==> src/rtl/mux_arb_pkg.sv <==
// Shared definitions for the 2:1 mux arbiter: FSM state encoding and the default hold limit.
package mux_arb_pkg;

    typedef enum logic [1:0] {
        IDLE = 2'b00,
        OWN0 = 2'b01,
        OWN1 = 2'b10
    } state_e;

    localparam int HOLD_MAX_DEFAULT = 8;

endpackage

==> src/rtl/mux_arb_hold_cnt.sv <==
// Saturating hold counter: counts cycles an owner has held the grant, flags when HOLD_MAX-1 is reached.
module mux_arb_hold_cnt
    import mux_arb_pkg::*;
#(
    parameter int HOLD_MAX = HOLD_MAX_DEFAULT
) (
    input  logic clk,
    input  logic rst,
    input  logic clr,
    input  logic en,
    output logic expired
);

    localparam int              CNT_W    = $clog2(HOLD_MAX) + 1;
    localparam logic [CNT_W-1:0] CNT_LAST = CNT_W'(HOLD_MAX - 1);

    logic [CNT_W-1:0] cnt_q;
    logic [CNT_W-1:0] cnt_d;

    // Stops at CNT_LAST so a long uncontested hold never wraps back to a fresh count.
    always_comb begin
        cnt_d = cnt_q;
        if (clr) begin
            cnt_d = '0;
        end else if (en && (cnt_q != CNT_LAST)) begin
            cnt_d = cnt_q + CNT_W'(1);
        end
    end

    always_ff @(posedge clk) begin
        if (rst) begin
            cnt_q <= '0;
        end else begin
            cnt_q <= cnt_d;
        end
    end

    assign expired = (cnt_q == CNT_LAST);

endmodule

==> src/rtl/mux_21_arbiter.sv <==
// Round-robin arbiter driving the select of a downstream 2:1 mux.
// Define MUX_ARB_TIMEOUT_EN to force an owner hand-off after HOLD_MAX cycles when the other source waits.
module mux_21_arbiter
    import mux_arb_pkg::*;
#(
    parameter int HOLD_MAX = HOLD_MAX_DEFAULT
) (
    input  logic       clk,
    input  logic       rst,
    input  logic [1:0] REQ,
    input  logic       DONE,
    output logic       S,
    output logic [1:0] GNT,
    output logic       BUSY
);

    state_e state_q, state_d;
    logic   s_q, s_d;
    logic   last_q, last_d;
    logic   hold_expired;

`ifdef MUX_ARB_TIMEOUT_EN
    logic hold_clr;
    logic hold_en;

    assign hold_clr = (state_d != IDLE) && (state_d != state_q);
    assign hold_en  = (state_q != IDLE);

    mux_arb_hold_cnt #(
        .HOLD_MAX (HOLD_MAX)
    ) u_hold_cnt (
        .clk     (clk),
        .rst     (rst),
        .clr     (hold_clr),
        .en      (hold_en),
        .expired (hold_expired)
    );
`else
    assign hold_expired = 1'b0;
`endif

    // NOTE: every output of this block gets a default first, so no path leaves it unassigned and no latch is inferred.
    always_comb begin
        state_d = state_q;
        s_d     = s_q;
        last_d  = last_q;

        unique case (state_q)
            IDLE: begin
                if (REQ == 2'b01) begin
                    state_d = OWN0;
                end else if (REQ == 2'b10) begin
                    state_d = OWN1;
                end else if (REQ == 2'b11) begin
                    state_d = last_q ? OWN0 : OWN1;
                end
            end
            OWN0: begin
                if (DONE || !REQ[0] || (hold_expired && REQ[1])) begin
                    state_d = REQ[1] ? OWN1 : IDLE;
                end
            end
            OWN1: begin
                if (DONE || !REQ[1] || (hold_expired && REQ[0])) begin
                    state_d = REQ[0] ? OWN0 : IDLE;
                end
            end
            default: state_d = IDLE;
        endcase

        // Select and last-served pointer follow the owner; IDLE keeps the previous select.
        if (state_d == OWN0) begin
            s_d    = 1'b0;
            last_d = 1'b0;
        end else if (state_d == OWN1) begin
            s_d    = 1'b1;
            last_d = 1'b1;
        end
    end

    // NOTE: state registers use non-blocking assignments so all flops update together from pre-edge values.
    always_ff @(posedge clk) begin
        if (rst) begin
            state_q <= IDLE;
            s_q     <= 1'b0;
            last_q  <= 1'b1;
        end else begin
            state_q <= state_d;
            s_q     <= s_d;
            last_q  <= last_d;
        end
    end

    assign GNT  = {state_q == OWN1, state_q == OWN0};
    assign BUSY = (state_q != IDLE);
    assign S    = s_q;

endmodule

==> config.mk <==
export PLATFORM = sky130hd
export DESIGN_NAME = mux_21_arbiter
export DESIGN_NICKNAME = d
export VERILOG_FILES = /design/src/rtl/mux_arb_pkg.sv /design/src/rtl/mux_arb_hold_cnt.sv /design/src/rtl/mux_21_arbiter.sv
export SDC_FILE = /design/constraint.sdc
export NUM_CORES = 1
export LEC_CHECK = 0
export CAP_MARGIN = 10
export CORE_AREA = 2 2 39 41
export CTS_BUF_LIST = sky130_fd_sc_hd__clkbuf_8
export CTS_CLUSTER_SIZE = 28
export DETAILED_ROUTE_END_ITERATION = 12
export DIE_AREA = 0 0 41 43
export DONT_BUFFER_PORTS = 1
export HOLD_SLACK_MARGIN = 0.05
export SLEW_MARGIN = 30
export SYNTH_ARGS = -nofsm -noshare
export SYNTH_HDL_FRONTEND = slang
export SYNTH_HIERARCHICAL = 1
export SYNTH_SLANG_ARGS = --single-unit
==> constraint.sdc <==
create_clock -name clk -period 2.53 [get_ports clk]
set_input_delay 0.759 -clock clk [delete_from_list [all_inputs] [get_ports clk]]
set_output_delay 0.759 -clock clk [all_outputs]
set_load 0.005 [all_outputs]
Word level (Yosys, flattened, before mapping):

Cells that the tools add are included.

* register bits after elaboration: 4
* bits of input ports: 5
* output and inout bits: 4
* word-level logic and storage cells: 29

* equality and inequality tests: 7
* muxes and demuxes: 11
* reductions and logical operators: 8

Operator list (count)
* $mux 2: 7
* $eq 2x2->1 const B: 4
* $eq 2x1->1 const B: 3
* $pmux 2 s3: 1
* $reduce_bool 2->1: 2
* $mux 1: 3
* $logic_not 1->1: 2
* $logic_not 2->1: 1
* $logic_or 1x1->1: 2
* $reduce_or 2->1: 1

Logic depth before layout (Yosys ltp):

* depth after elaboration: 8
* mapped depth: 6

Worst setup path after synthesis:

No wires, ideal clock.

* path type: input-to-reg
* start: input port DONE
* end: register last_q
* setup time: 0.123 ns
* data arrival time: 2.008 ns
* required time: 2.407 ns
* slack: 0.399 ns
* cell stages on the path: 6
* buffers on the path: 0
* cell sequence: mux2_1 -> o221ai_1 -> and2_2 -> ha_1 -> mux2i_1 -> or2_2

* longest elaborated chain between the ends: 5
* elaborated cells between the ends (all ways): 9
* those cells by class: eq/ne: 2; mux: 4; reduce/logical: 3

Ends and longest elaborated chain
* start: declaration: RTL line mux_21_arbiter.sv:11 `input logic DONE,`
* $logic_or 1x1->1, on equally long branches: RTL line mux_21_arbiter.sv:64, mux_21_arbiter.sv:59
* $mux 2, on equally long branches: RTL line mux_21_arbiter.sv:64, mux_21_arbiter.sv:59
* $pmux 2 s3 *: RTL line mux_21_arbiter.sv:48 `unique case (state_q)`
* via state_d[1]: RTL line mux_21_arbiter.sv:17 `state_e state_q, state_d;`
* $eq 2x1->1 / $eq 2x2->1 (equally long branches): RTL line mux_21_arbiter.sv:72, mux_21_arbiter.sv:75
* $mux 1 / $reduce_bool 2->1 (equally long branches)
* end signal: assignment: RTL line mux_21_arbiter.sv:90 `last_q <= last_d;`
* end: declaration: RTL line mux_21_arbiter.sv:19 `logic last_q, last_d;`

The timed path passes the listed nets; every way through them passes the cells marked *.
A chain may end at the register's enable or synchronous reset.

Worst setup path in the final report:

Same ends and word-level chain as after synthesis.

==> key figures <==
Run status
  – Status: finished clean

Drt
  – Via Count: 213
  – Via density: 4.53
  – Routed len/inst: 9.98 µm
  – Drt total wl: 469 µm
  – Routed Antenna Nets: 0
  – Post-route DRC: 0
  – Detailed Route Iter0 Violations: 3
  – TritonRoute pass-1 iters: 2

Floorplanning
  – Site Rows: 14
  – Die area: 1760 µm²
  – I/O pin cnt: 9
  – Die X: 41 µm
  – Core ar.: 1380 µm²
  – Initial core utilization: 19.3%
  – DIE HEIGHT: 43 µm

Job
  – Max-cap violations: 0

Timing
  – Sum of negative setup slack: 0 ns
  – PnR worst setup slack: 0.539 ns
  – Slew Viols, Final: 0
  – Worst Tran Pin Value: 0.258 ns
  – Max transition margin: 82.8%
  – Fin crit share: 78.7%
  – FMAX: 0.502 GHz
  – Fin crit period: 1.99 ns
  – Hold Vio Cnt, Final: 0
  – RSZ-0062 raised after global routing: false
  – Clk_skew: 0.000414 ns
  – Hold Slack: 0.508 ns
  – Count of final setup violators: 0

Final layout
  – Design Area, Final: 329 µm²
  – Most common cell after layout, fill and taps aside: dfxtp_1
  – Commonest non-fill, non-tap cells in the layout: 4 x dfxtp_1, 3 x clkbuf_8
  – Layout fillers: 157
  – Finished Layout Cells: 47
  – Fin util: 23.8%
  – Nets: 40
  – Area delta synth->final: 22.9%
  – Diode count: 0
  – Layout cells sized above 1: 22.6%

Global routing
  – First-pass GRT wire length: 765 µm
  – GRT Util Overall: 6.92%
  – Initial antenna violation count: 0
  – Number of global-route vias before repair: 200
  – Pin count of the biggest net entering global routing: 10
  – Remaining Overflow, GRT: 0

Power and ir drop
  – VDD IR max: 289 µV
  – Pwr Total: 235 µW
  – Leakage: 0.154 nW
  – Power per cell area: 715 nW/µm²

Worst setup path
  – Critical path origin: DONE
  – Worst EP required: 2.62 ns
  – Setup CP Type: input port to flop
  – Reg2Reg Depth: 6
  – RR Startpoint: state_q[1]$_SDFF_PP0_
  – Worst Path Max Fanout: 6
  – WP data arrival: 2.08 ns
  – Worst reg-to-reg setup slack: 0.72 ns
  – CP Launch Type: input port
  – Crit. End Element: flop
  – RR Endpoint: last_q$_SDFFE_PP1P_

Placed design
  – Post-placement cell count: 44
  – Place WS: 0.311 ns
  – Buffers added on ports: 0
  – Gpl congestion: 0.656
  – Area after DPL: 288 µm²
  – Hpwl dp: 363 µm

Logic synthesis
  – Synth Area in Simple Gates: 35.0%
  – Mux cell area share after synthesis: 12.1%
  – Synth Register Bits: 4
  – Main combinational cell family by area after synthesis: simple AND/OR/NAND/NOR gates
  – Sequential area share after synthesis: 29.9%
  – Synth area leader: dfxtp_1
  – Top cells by area, synth: dfxtp_1 30%, ha_1 9.3%, mux2_1 8.4%
  – Synthesized area per cell: 9.56 µm²
  – Compound-Gate Fraction of Synth Area: 12.1%
  – Synth unique cells: 15
  – Yosys warns: 6
  – Syn_nets: 35
  – Synth top area share: 29.9%
  – XOR/XNOR Fraction of Synth Area: 0%
  – Post-Syn Area: 268 µm²
  – Adder-cell area share of the yosys netlist: 9.35%
  – Cells after synthesis: 28

Clock tree
  – Clk root buf: clkbuf_8
  – CTS Buf Count: 3
  – Post-CTS sizing: 0
  – Hold-fix buffers, CTS: 0
  – Clock Latency Late Sink: 0.21 ns
  – CTS Buffer Depth: 2
  – CTS tree: built
  – Post-CTS setup buffers: 0
  – Reg clk slew, reported paths: 0.03 ns
  – Clock Sinks: 4
  – Htree depth: 1

Hold path
  – Min-Delay Path Depth: 2
  – Hold Path End: S$_SDFFE_PP0N_
  – Hold Path Origin: S$_SDFFE_PP0N_
  – Worst Hold Class: flop to flop
==> cell families after synthesis <==
logic type               Yosys count
AND/OR/NAND/NOR                   14
AO/OA/AOI/OAI                      4
flip-flops                         4
multiplexers                       3
adder cells (fa/ha/maj)            2
buffers and inverters              1
==> worst max-delay path, stage by stage <==
cell,delay [ns]
mux2_1,0.29
o221ai_1,0.24
and2_2,0.19
ha_1,0.22
mux2i_1,0.12
or2_2,0.26
==> per-layer routing <==
metal	wire, µm	GRT usage [%]	part of all wire [%]
met1	237	8.01	51
met2	166	7.50	35
met3	65	7.33	14
met5	0	0	0
met4	0	4.00	0
==> where the power goes <==
| group | total [mW] | internal (mW) | switching (mW) |
|---|---|---|---|
| Clock | 0.130 | 0.101 | 0.0285 |
| Combinational | 0.0317 | 0.0187 | 0.0130 |
| Sequential | 0.0741 | 0.0686 | 0.00548 |
==> registers in the layout, indices dropped and copies added, names as in the netlist <==
signal	flops
S	1
last_q	1
state_q	2
==> area by class of cell <==
type                            instances  area [µm²]  share of cell area, %
Tap cell                               16        20.0                   6.08
Multi-Input combinational cell         23         184                   55.9
Clock buffer                            3        41.3                   12.5
Sequential cell                         4        80.1                   24.3
Inverter                                1        3.75                   1.14
==> synthesized netlist by cell type <==
library cell	count
o221ai_1	2
dfxtp_1	4
inv_1	1
nand2_1	2
a21boi_0	2
ha_1	2
nor3_1	1
mux2_1	2
and3b_1	2
nor2_1	1
and2_2	2
mux2i_1	1
or2_2	2
or3b_1	2
and2b_1	2
==> worst max path at each step <==
stage | to | slack (ns) | cells past startpoint
after floorplan | last_q$_SDFFE_PP1P_ | 0.40 | 6
after global placement | last_q$_SDFFE_PP1P_ | 0.33 | 6
after detailed placement | last_q$_SDFFE_PP1P_ | 0.31 | 6
after CTS | last_q$_SDFFE_PP1P_ | 0.53 | 6
after global routing | last_q$_SDFFE_PP1P_ | 0.45 | 6
final | last_q$_SDFFE_PP1P_ | 0.54 | 6
Power figures use the tool's default switching activity.
==> patch 1 (same flow settings) <==
Make the reset (`rst`) asynchronous in one clocked block.
--- a/src/rtl/mux_21_arbiter.sv
+++ b/src/rtl/mux_21_arbiter.sv
@@ -81,3 +81,3 @@
     // NOTE: state registers use non-blocking assignments so all flops update together from pre-edge values.
-    always_ff @(posedge clk) begin
+    always_ff @(posedge clk or posedge rst) begin
         if (rst) begin
Formal check against the unedited RTL: differs if rst is asserted again (counterexample within 4 cycles, from zero or initial values and one cycle with rst high); with rst held inactive, the same outputs for 10 cycles.
==> patch 1 against the unedited design <==
Sequential cell count unchanged. Clock skew up 0.0067 ns. First-iteration DRC count did not move. Critical path depth decreased by 5. Total power increased by 32%. Die area stayed put. Area after synthesis decreased by 14%. Count of clock-buffer cells in the layout unchanged. Sequential power grew 48%. Worst setup slack improved by 0.25 ns. Wire length down 7.2%. Design area decreased by 10%. Largest power group unchanged.
==> patch 1: results (changes against the unedited design) <==
| Metric | Value |
|---|---|
| CP max stage delay | `0.43 ns (was 0.29 ns)` |
| Number of global-route vias before repair | `182 (was 200)` |
| Combinational Power Share | `19.9% (was 13.5%)` |
| Clk pwr | `140 µW (was 130 µW)` |
| Final setup margin | `0.794 ns (was 0.539 ns)` |
| Top post-synthesis cells by count | `a21oi_1, dfrtp_1, inv_1, nor2_1, nor2b_1` |
| Async S/R FF share, synth | `100% (was 0%)` |
| R2r setup slk | `0.86 ns (was 0.72 ns)` |
| Nets | `36 (was 40)` |
| Slowest CP cell | `dfrtp_1 (was mux2_1)` |
| # H-tree levels | `1 (unchanged)` |
| Largest net degree at the start of global routing | `8 (was 10)` |
| Post-CTS Setup Inserts | `0 (unchanged)` |
| Outcome | `completed (unchanged)` |
| Levels on crit path | `1 (was 6)` |
| Sequential area share after synthesis | `44.0% (was 29.9%)` |
| Max FO, Critical Path | `7 (was 6)` |
| Vias per inst | `4.29 (was 4.53)` |
| Post-DP HPWL | `339 µm (was 363 µm)` |
| Pre-antenna DRT Iters | `4 (was 2)` |
| Library cells used by synthesis | `16 (was 15)` |
| Mapped Nets | `31 (was 35)` |
| Largest delay share family, worst path | `flip-flops (was simple AND/OR/NAND/NOR gates)` |
| Max reg flops | `2 (unchanged)` |
| Top cells by area, synth | `dfrtp_1, dfstp_2, a21oi_1 (was dfxtp_1, ha_1, mux2_1)` |
| Worst reg2reg path endpoint | `S (was last_q)` |
| Syn Std Cell Area | `230 µm² (was 268 µm²)` |
| Worst-path clk slew | `~0.040 ns` |
| Worst r2r path cells | `6 (unchanged)` |
| Clock power share | `44.8% (was 55.0%)` |
| Gr usage total | `6.75% (was 6.92%)` |
| Layout cell share with drive strength beyond 1 | `24.1% (was 22.6%)` |
| Cts hold-fix bufs | `0 (unchanged)` |
| DP Area | `250 µm² (was 288 µm²)` |
| Setup Skew | `0.00707 ns (was 0.000414 ns)` |
| Sw frac | `29.1% (was 20.0%)` |
| Worst-case vdd ir drop | `293 µV (was 289 µV)` |
| Post-synth EDFFs | `0 (unchanged)` |
| Slew headroom | `83.1% (was 82.8%)` |
| Cells after Synth | `25 (was 28)` |
| Static Leak | `0.000146 µW (was 0.000154 µW)` |
| Synth Area in Compound Gates | `28.8% (was 12.1%)` |
| Hold WS | `0.305 ns (was 0.508 ns)` |
| Dpl ws | `0.796 ns (was 0.311 ns)` |
| Vias | `193 (was 213)` |
| Crit path to | `BUSY (was last_q)` |
| First-pass GRT wire length | `717 µm (was 765 µm)` |
| Post-Synth Adder-Cell Area | `5.43% (was 9.35%)` |
| Class of the worst hold path | `input port to async pin (was flop to flop)` |
| RePlAce Congestion | `0.677 (was 0.656)` |
| Crit. Startpoint | `state_q[0] (was DONE)` |
| DRT Wirelength | `435 µm (was 469 µm)` |
| Mux cell area share after synthesis | `0% (was 12.1%)` |
| Register area | `101 µm² (was 80.1 µm²)` |
| WP data arrival | `0.98 ns (was 2.08 ns)` |
| IO buf count | `0 (unchanged)` |
| Reg-to-Reg Start | `last_q (was state_q[1])` |
| Placed insts | `41 (was 44)` |
patch 1: cell types whose count changed after synthesis, sizes merged, moves of 2 or more:
| cell | before | now |
|---|---|---|
| dfxtp | 4 | 0 |
| a21oi | 0 | 3 |
| dfrtp | 0 | 3 |
| inv | 1 | 4 |
| a21boi | 2 | 0 |
| and2 | 2 | 0 |
| and2b | 2 | 0 |
| and3b | 2 | 0 |
| mux2 | 2 | 0 |
| nand2 | 2 | 0 |
| nor2 | 1 | 3 |
| nor2b | 0 | 2 |
| o221ai | 2 | 0 |
| or3b | 2 | 0 |
patch 1: routing by layer:
metal  vias to the layer above  track usage [%]  part of all wire [%]
met5                         -                0                     0
met4                         0             8.00                   4.4
met3                         4             3.14                    13
met2                        13             7.19                    41
met1                        83             8.47                    41
li1                         93                -                     -
patch 1: layout make-up:
class	instances	share of cell area (%)
clock buffer	3	14.0
tap	16	6.78
multi-input combinational	17	38.6
sequential	4	34.3
clock inverter	1	1.27
inverter	4	5.08
==> patch 2 (config.mk and constraints unchanged) <==
Without the edit above. The option `MUX_ARB_TIMEOUT_EN` is turned on by a define.
--- a/src/rtl/mux_21_arbiter.sv
+++ b/src/rtl/mux_21_arbiter.sv
@@ -2,2 +2,4 @@
 // Define MUX_ARB_TIMEOUT_EN to force an owner hand-off after HOLD_MAX cycles when the other source waits.
+`define MUX_ARB_TIMEOUT_EN
+
 module mux_21_arbiter
Formal check against the unedited RTL: not equivalent (Yosys sat finds a counterexample within 10 cycles, from zero or initial values and one cycle with rst high).
==> patch 2 against the unedited design <==
Sequential share of layout area is 2.6 points higher. Register-to-register slack got worse by 0.41 ns. Largest cell class unchanged. Critical path type is now flop to flop. Highest routed layer is now met4. Clock power grew 20%. Design area rose by 81%. Total power up 54%. Largest power group unchanged. Worst setup slack lost 0.23 ns. Wire length rose by 110%. Sequential cell count is 4 higher. Worst hold slack worse by 0.0056 ns. Area after synthesis grew 100%.
==> patch 2: results (changes against the unedited design) <==
| Metric | Value |
|---|---|
| Setup Skew | `0.000339 ns (was 0.000414 ns)` |
| Layout cell share with drive strength beyond 1 | `21.9% (was 22.6%)` |
| Root buffer cell | `clkbuf_8 (unchanged)` |
| Clk buf depth | `2 (unchanged)` |
| Post-Synth Adder-Cell Area | `9.37% (was 9.35%)` |
| DP Area | `554 µm² (was 288 µm²)` |
| WP data arrival | `2.37 ns (was 2.08 ns)` |
| Worst-case vdd ir drop | `289 µV (about the same)` |
| Drt first-iter violations | `3 (unchanged)` |
| Detailed-route wire length per cell | `12.2 µm (was 9.98 µm)` |
| Mux cell area share after synthesis | `0% (was 12.1%)` |
| Slew headroom | `75.4% (was 82.8%)` |
| Slowest CP cell | `dfxtp_1 (was mux2_1)` |
| Yosys warns | `6 (unchanged)` |
| First-pass GRT wire length | `1510 µm (was 765 µm)` |
| Largest regs | `u_hold_cnt/cnt_q (4), state_q (2)` |
| Gr usage total | `13.3% (was 6.92%)` |
| IO buf count | `0 (unchanged)` |
| Sequential area share after synthesis | `30.0% (was 29.9%)` |
| Nets | `75 (was 40)` |
| Largest delay share family, worst path | `simple AND/OR/NAND/NOR gates (unchanged)` |
| Num CTS Buffers | `3 (unchanged)` |
| Top cells by area, synth | `dfxtp_1, ha_1, nor2b_1 (was dfxtp_1, ha_1, mux2_1)` |
| Number of global-route vias before repair | `370 (was 200)` |
| XOR/XNOR Fraction of Synth Area | `0% (unchanged)` |
| Library cells used by synthesis | `28 (was 15)` |
| Post-DP HPWL | `729 µm (was 363 µm)` |
| Pre-antenna DRT Iters | `4 (was 2)` |
| Filler Cell Count | `140 (was 157)` |
| Async S/R FF share, synth | `0% (unchanged)` |
| Worst skew pair latency | `0.23 ns (was 0.21 ns)` |
| # H-tree levels | `1 (unchanged)` |
| Worst-path clk slew | `~0.040 ns` |
| Mapped Nets | `70 (was 35)` |
| Max FO, Critical Path | `8 (was 6)` |
| RePlAce Congestion | `0.660 (was 0.656)` |
| Outcome | `completed (unchanged)` |
| Top post-synthesis cells by count | `dfxtp_1, inv_1, nand2_1, nor2_1` |
| Vias per inst | `5.26 (was 4.53)` |
| Synth Area in Compound Gates | `23.9% (was 12.1%)` |
| Largest net degree at the start of global routing | `9 (was 10)` |
| CP max stage delay | `0.33 ns (was 0.29 ns)` |
| Antenna cell count | `0 (unchanged)` |
| Static Leak | `0.000278 µW (was 0.000154 µW)` |
| Initial antenna violation count | `0 (unchanged)` |
==> patch 2: cell types whose count changed in the layout (fill, tap and decap cells not counted), sizes merged, moves of 4 or more <==
cell and change:
a21oi +4, dfxtp +4, inv +5, nor2 +4
nor2b +4
==> patch 2: final timing paths <==
check / cells after the start / slack [ns] / from / endpoint
worst min-delay path: 2 / 0.50 / u_hold_cnt/cnt_q[3] / u_hold_cnt/cnt_q[3]
worst max-delay path: 10 / 0.31 / u_hold_cnt/cnt_q[0] / u_hold_cnt/cnt_q[1]
worst max register to register: 10 / 0.31 / u_hold_cnt/cnt_q[0] / u_hold_cnt/cnt_q[1]
worst min register to register: 2 / 0.50 / u_hold_cnt/cnt_q[3] / u_hold_cnt/cnt_q[3]
==> patch 2: per-layer routing <==
layer	up-vias	track usage, %	part of all wire [%]
met4	0	10.0	2.4
li1	224	-	-
met5	-	0	0
met3	4	6.28	6.3
met1	184	18.8	49
met2	9	14.7	42
==> patch 2: final cells by class <==
| type | instances | share of cell area, % |
|---|---|---|
| Sequential cell | 8 | 26.9 |
| Tap cell | 16 | 3.36 |
| Multi-Input combinational cell | 47 | 59.0 |
| Inverter | 6 | 3.78 |
| Clock buffer | 3 | 6.93 |
==> patch 2: through the flow <==
stage / setup WS [ns] / util [%] / hold slack (ns) / std cells
final: 0.311 / 43.0 / 0.502 / 80
after floorplan: 0.482 / - / 0.462 / 61
after detailed placement: 0.338 / 40.1 / 0.494 / 77
after global routing: 0.143 / 43.0 / 0.521 / 80
after global placement: 0.344 / 40.1 / 0.490 / 77
after CTS: 0.322 / 43.0 / 0.500 / 80
==> patch 2: where the power goes <==
group	total, µW	internal (µW)	switching [µW]
clock	156	103	53.2
combinational	61.5	28.1	33.4
sequential	143	135	8.68
total	361	266	95.3
